## src/rtl/y86_pkg.sv

```systemverilog
// Shared Y86-64 definitions: status codes, icodes, register IDs and the
// writeback state type used by the register-file slice.
package y86_pkg;

  typedef enum logic [2:0] {
    STAT_BUB = 3'd0,
    STAT_AOK = 3'd1,
    STAT_HLT = 3'd2,
    STAT_ADR = 3'd3,
    STAT_INS = 3'd4
  } stat_t;

  typedef enum logic {
    ST_RUN,
    ST_HALTED
  } wb_state_t;

  localparam logic [3:0] I_HALT   = 4'h0;
  localparam logic [3:0] I_NOP    = 4'h1;
  localparam logic [3:0] I_RRMOVQ = 4'h2;
  localparam logic [3:0] I_IRMOVQ = 4'h3;
  localparam logic [3:0] I_RMMOVQ = 4'h4;
  localparam logic [3:0] I_MRMOVQ = 4'h5;
  localparam logic [3:0] I_OPQ    = 4'h6;
  localparam logic [3:0] I_JXX    = 4'h7;
  localparam logic [3:0] I_CALL   = 4'h8;
  localparam logic [3:0] I_RET    = 4'h9;
  localparam logic [3:0] I_PUSHQ  = 4'hA;
  localparam logic [3:0] I_POPQ   = 4'hB;

  localparam logic [3:0] RNONE = 4'hF;

  localparam logic [3:0] R_RAX = 4'h0;
  localparam logic [3:0] R_RCX = 4'h1;
  localparam logic [3:0] R_RDX = 4'h2;
  localparam logic [3:0] R_RBX = 4'h3;
  localparam logic [3:0] R_RSP = 4'h4;
  localparam logic [3:0] R_RBP = 4'h5;
  localparam logic [3:0] R_RSI = 4'h6;
  localparam logic [3:0] R_RDI = 4'h7;
  localparam logic [3:0] R_R8  = 4'h8;
  localparam logic [3:0] R_R9  = 4'h9;
  localparam logic [3:0] R_R10 = 4'hA;
  localparam logic [3:0] R_R11 = 4'hB;
  localparam logic [3:0] R_R12 = 4'hC;
  localparam logic [3:0] R_R13 = 4'hD;
  localparam logic [3:0] R_R14 = 4'hE;

  // Map a non-AOK, non-bubble W status onto the status that gets latched;
  // codes outside the defined set are reported as an invalid instruction.
  function automatic stat_t fault_stat(input logic [2:0] s);
    case (s)
      STAT_HLT: fault_stat = STAT_HLT;
      STAT_ADR: fault_stat = STAT_ADR;
      default:  fault_stat = STAT_INS;
    endcase
  endfunction

endpackage

```

## src/rtl/regfile_2r2w.sv

```systemverilog
// Architectural register array: two asynchronous read ports and two
// synchronous write ports, with port M winning on an address collision.
module regfile_2r2w
  import y86_pkg::*;
#(
  parameter int NREG = 15,
  parameter int DW   = 64
) (
  input  logic          clk,
  input  logic          rst,
  input  logic          we_e,
  input  logic [3:0]    addr_e,
  input  logic [DW-1:0] data_e,
  input  logic          we_m,
  input  logic [3:0]    addr_m,
  input  logic [DW-1:0] data_m,
  input  logic [3:0]    raddr_a,
  input  logic [3:0]    raddr_b,
  output logic [DW-1:0] rdata_a,
  output logic [DW-1:0] rdata_b
);

  localparam logic [3:0] NREG_ID = 4'(NREG);

  logic [DW-1:0] regs [NREG];

  // The M write is issued last so it overrides E when both hit the same entry.
  always_ff @(posedge clk) begin
    if (rst) begin
      for (int i = 0; i < NREG; i++) begin
        regs[i] <= '0;
      end
    end else begin
      if (we_e && (addr_e < NREG_ID)) begin
        regs[addr_e] <= data_e;
      end
      if (we_m && (addr_m < NREG_ID)) begin
        regs[addr_m] <= data_m;
      end
    end
  end

  assign rdata_a = (raddr_a < NREG_ID) ? regs[raddr_a] : '0;
  assign rdata_b = (raddr_b < NREG_ID) ? regs[raddr_b] : '0;

endmodule

```

## src/rtl/wb_regfile.sv

```systemverilog
// Y86-64 writeback stage: commits W into the register file, tracks the
// processor status, counts retired instructions and freezes on a fault.
module wb_regfile
  import y86_pkg::*;
#(
  parameter int NREG = 15,
  parameter int DW   = 64
) (
  input  logic          clk,
  input  logic          rst,
  input  logic [2:0]    w_stat,
  input  logic [3:0]    w_icode,
  input  logic [3:0]    w_dstE,
  input  logic [3:0]    w_dstM,
  input  logic [DW-1:0] w_valE,
  input  logic [DW-1:0] w_valM,
  input  logic [3:0]    d_srcA,
  input  logic [3:0]    d_srcB,
  output logic [DW-1:0] d_rvalA,
  output logic [DW-1:0] d_rvalB,
  output logic [2:0]    proc_stat,
  output logic          halted,
  output logic [63:0]   retired
);

  wb_state_t   state, state_n;
  logic [2:0]  stat_n;
  logic [63:0] retired_n;
  logic        we_e, we_m;

  always_ff @(posedge clk) begin
    if (rst) begin
      state     <= ST_RUN;
      proc_stat <= STAT_AOK;
      retired   <= '0;
    end else begin
      state     <= state_n;
      proc_stat <= stat_n;
      retired   <= retired_n;
    end
  end

  // In HALTED every default holds, which is what freezes architectural state.
  always_comb begin
    state_n   = state;
    stat_n    = proc_stat;
    retired_n = retired;
    we_e      = 1'b0;
    we_m      = 1'b0;
    if (state == ST_RUN) begin
      case (w_stat)
        STAT_BUB: ;
        STAT_AOK: begin
          we_e      = (w_dstE != RNONE);
          we_m      = (w_dstM != RNONE);
          retired_n = retired + 64'd1;
        end
        default: begin
          stat_n  = fault_stat(w_stat);
          state_n = ST_HALTED;
          if (w_stat == STAT_HLT) begin
            retired_n = retired + 64'd1;
          end
        end
      endcase
    end
  end

  assign halted = (state == ST_HALTED);

  regfile_2r2w #(
    .NREG (NREG),
    .DW   (DW)
  ) u_regs (
    .clk     (clk),
    .rst     (rst),
    .we_e    (we_e),
    .addr_e  (w_dstE),
    .data_e  (w_valE),
    .we_m    (we_m),
    .addr_m  (w_dstM),
    .data_m  (w_valM),
    .raddr_a (d_srcA),
    .raddr_b (d_srcB),
    .rdata_a (d_rvalA),
    .rdata_b (d_rvalB)
  );

  // A halt instruction reaching writeback must carry HLT status, never AOK.
  halt_icode_chk: assert property (@(posedge clk) disable iff (rst)
    !(state == ST_RUN && w_stat == STAT_AOK && w_icode == I_HALT));

endmodule

```

## config.mk

```make
export PLATFORM = sky130hd
export DESIGN_NAME = wb_regfile
export DESIGN_NICKNAME = d
export VERILOG_FILES = /design/src/rtl/y86_pkg.sv /design/src/rtl/regfile_2r2w.sv /design/src/rtl/wb_regfile.sv
export SDC_FILE = /design/constraint.sdc
export NUM_CORES = 2
export LEC_CHECK = 0
export CAP_MARGIN = 0
export CORE_UTILIZATION = 60
export DETAILED_ROUTE_END_ITERATION = 8
export DONT_BUFFER_PORTS = 1
export MAX_ROUTING_LAYER = met4
export PLACE_DENSITY = 0.82
export SYNTH_ARGS = -nofsm -noshare
export SYNTH_HDL_FRONTEND = slang
export SYNTH_SLANG_ARGS = --single-unit
export TNS_END_PERCENT = 10
```

## constraint.sdc

```tcl
create_clock -name clk -period 14.7 [get_ports clk]
set_input_delay 1.47 -clock clk [delete_from_list [all_inputs] [get_ports clk]]
set_output_delay 1.47 -clock clk [all_outputs]
set_load 0.01 [all_outputs]
```

==> results.ini <==
[run_status]
status = finished with violations
violations = max-slew violations

[worst_hold_path]
hold_path_class = reg -> reg
min_path_cells = 2
whs_endpoint = retired[63]$_SDFFE_PP0P_
min_from = retired[63]$_SDFFE_PP0P_

[drt]
firstDrtPassIters = 6
route.vias.total = 41600
drtIter0Drc = 7653
viasPerCell = 8.60
wirelength_um = 201000
postRouteAntennaNets = 0
drc = 0
routedWlPerCell_um = 41.5

[power_and_ir_drop]
irDropWorstVdd_mv = 0.102
power_leakage_nw = 21.4
p_per_area_mw_per_mm2 = 110

[die]
core-area_mm2 = 0.0990
pin_count = 349
start_util_pct = 61.0
die_h_um = 319
die_w_um = 319
core.rowCount = 115
die-area_mm2 = 0.102

[grt]
grt_pass1_wl_um = 285000
track_usage_pct = 40.2
grt_pass1_vias = 41500
antenna_found_initial = 7
grt-ovfl-total = 0
grt_max_degree = 258

[cts]
numCtsBuffers = 112
tritoncts = done
postCtsSetupRepairBufs = 0
cts_resized = 0
root_buffer = clkbuf_16
hold_buffers = 0
cts_max_level = 3
clk_latency_ns = 0.72
cts_sinks = 1092
cts_buffer_depth = 3
clk_pin_slew_ns = 0.06

[place]
place_area_mm2 = 0.0608
place.gp.congestion = 0.837
dp_hpwl_um = 101000
port_buffers = 0
dp.cells = 4622

[worst_setup_path]
rrSetupSlack_ns = 10.16
r2r-end = u_regs.regs[3][35]$_DFFE_PP_
reg2reg_depth = 6
worstSetupPathType = in -> out
crit_fanout = 257
startpoint_type = input port
crit_top_cell = mux4_2
slowest_stage = mux4_2
worst_ep_arrival_time_ns = 4.05
cp_cell_sequence = mux4_2, mux4_2, nor2b_1
slowest_delay_ns = 1.02
required_ns = 13.23
end_kind = output pin
r2r-start = halted$_SDFF_PP0_

[run]
drv_cap = 0

[timing]
slew_viol_final = 62
rsz0062_at_grt = no
setup_tns_ns = 0
maxSlewHeadroom_pct = -7.23
finClkSkew_ns = 0.0229
period_share_pct = 37.5
finalSetupViolCount = 0
min_period_ns = 5.52
hold_viol = 0
fmax_mhz = 181
worst-slew-pin-transition_ns = 1.61

[cells_and_area]
syn_to_final_growth_pct = 6.70
n_fill_cell = 6466
drive_gt1_share_pct = 26.2
postLayoutCellArea_mm2 = 0.0644
layout.cells.non_filler = 4834
multi_input_area_mm2 = 0.0265
seq_area_mm2 = 0.0321
nets = 3603

[logic_synthesis]
syn-instance-count = 3773
mappedNetlistArea_mm2 = 0.0604
ys_seq_area_share_pct = 53.2
ys_warn_count = 0
synth.ff_latch_count = 1092
synth_area_per_cell_um2 = 16.0
synthDistinctLibCells = 46

[worst max-delay path, delay by kind of cell]
family,cells,cell delay [ns]
muxes,2,1.64
and+or+nand+nor,1,0.22
[final cells by class]
cell class	count	area share, %
Clock buffer	149	4.71
Inverter	6	0.0350
Sequential cell	1092	49.9
Timing Repair Buffer	74	0.863
Antenna cell	4	0.0155
Tap cell	1287	2.50
Multi-Input combinational cell	2163	41.1
Clock inverter	59	0.901
[synth_stat cells, drive strengths merged]
library cell	count	area, um2
and3	11	68.8
o31ai	15	113
buf	141	703
xor2	18	158
or4	18	135
nand2b	5	31.3
nor2b	136	851
clkbuf	434	1630
ha	1	12.5
or2	2	12.5
nor4	8	56.3
and2	3	18.8
o21ai	34	170
dfxtp	68	1360
nand4b	1	8.76
nor3	8	50.1
or3b	1	8.76
and4	5	43.8
mux2	1	11.3
nand4	23	144
nand3	23	128
a21oi	37	185
inv	6	22.5
xnor2	8	70.1
a22o	960	8410
nand2	29	109
nor2	63	239
conb	1	3.75
or3	27	169
nor4b	4	35.0
mux2i	1	10.0
mux4	640	14400
nand3b	2	22.5
a211oi	9	120
edfxtp	1024	30700
a311oi	4	71.3
a31oi	1	6.26
nand4bb	1	11.3
[per-layer routing]
metal | wire (um) | global-route usage (%) | up-vias
met1 | 59800 | 48.0 | 20600
met5 | 0 | - | -
met2 | 91900 | 59.4 | 4531
li1 | - | - | 15400
met4 | 13100 | 22.4 | 0
met3 | 35700 | 14.4 | 990
[stage by stage]
step / util (%) / hold slack, ns / power (mW) / worst slack [ns]
after floorplan: - / 0.484 / 4.19 / 6.97
after global placement: 61.4 / 0.513 / 4.20 / 9.36
after detailed placement: 61.4 / 0.523 / 4.22 / 9.31
after CTS: 65.1 / 0.533 / 7.02 / 10.03
after global routing: 65.1 / 0.562 / 7.17 / 9.60
final: 65.1 / 0.538 / 7.06 / 9.18
[kinds of logic after synthesis]
group	synth area share, %
simple gates	3.55
fa+ha+maj	0.0207
xor+xnor	0.377
compound gates	15.0
other cells	0.00621
flops	53.2
buf+inv	3.90
mux	23.9
[power breakdown]
part	internal, mW	switching, mW
combinational	0.319	0.275
clock	1.62	1.25
sequential	3.53	0.0687
[registers in the layout (all words and copies together) (netlist names)]
signal,flops
proc_stat,3
retired,64
u_regs.regs,1024
halted,1
[placed cells by master, fill, tap and decap left out, types with 4 or more instances in the layout]
cell and count:
clkbuf_16 115, diode_2 4, nand4_1 23, nor4_1 4, and3_4 6, nor2_1 59
or4_1 18, or3_4 4, conb_1 64, a22o_1 960, nor4_2 4, o21ai_4 11
inv_6 4, clkinvlp_4 4, nand2_1 29, o31ai_1 15, buf_4 74, o21ai_0 23
or3_1 23, mux4_2 640, xnor2_1 8, clkbuf_1 31, clkinv_2 19, a211oi_4 9
bufinv_16 10, nor3_1 5, a21oi_1 37, dfxtp_1 68, clkinv_1 19, a311oi_4 4
nor2b_1 136, and3_1 5, xor2_1 18, nand2b_1 5, inv_1 6, nand3_1 22
edfxtp_1 1024
[worst max path at each step]
stage                                   endpoint  slack (ns)      start
global route                         d_rvalB[61]        9.60  d_srcB[0]
detailed placement  u_regs.regs[3][34]$_DFFE_PP_        9.31  w_stat[1]
finish                               d_rvalB[10]        9.18  d_srcB[0]
global placement     u_regs.regs[3][1]$_DFFE_PP_        9.36  w_stat[1]
CTS                 u_regs.regs[3][30]$_DFFE_PP_       10.03  w_stat[1]
floorplan            u_regs.regs[4][0]$_DFFE_PP_        6.97  w_stat[1]
(Power assumes the default switching activity.)
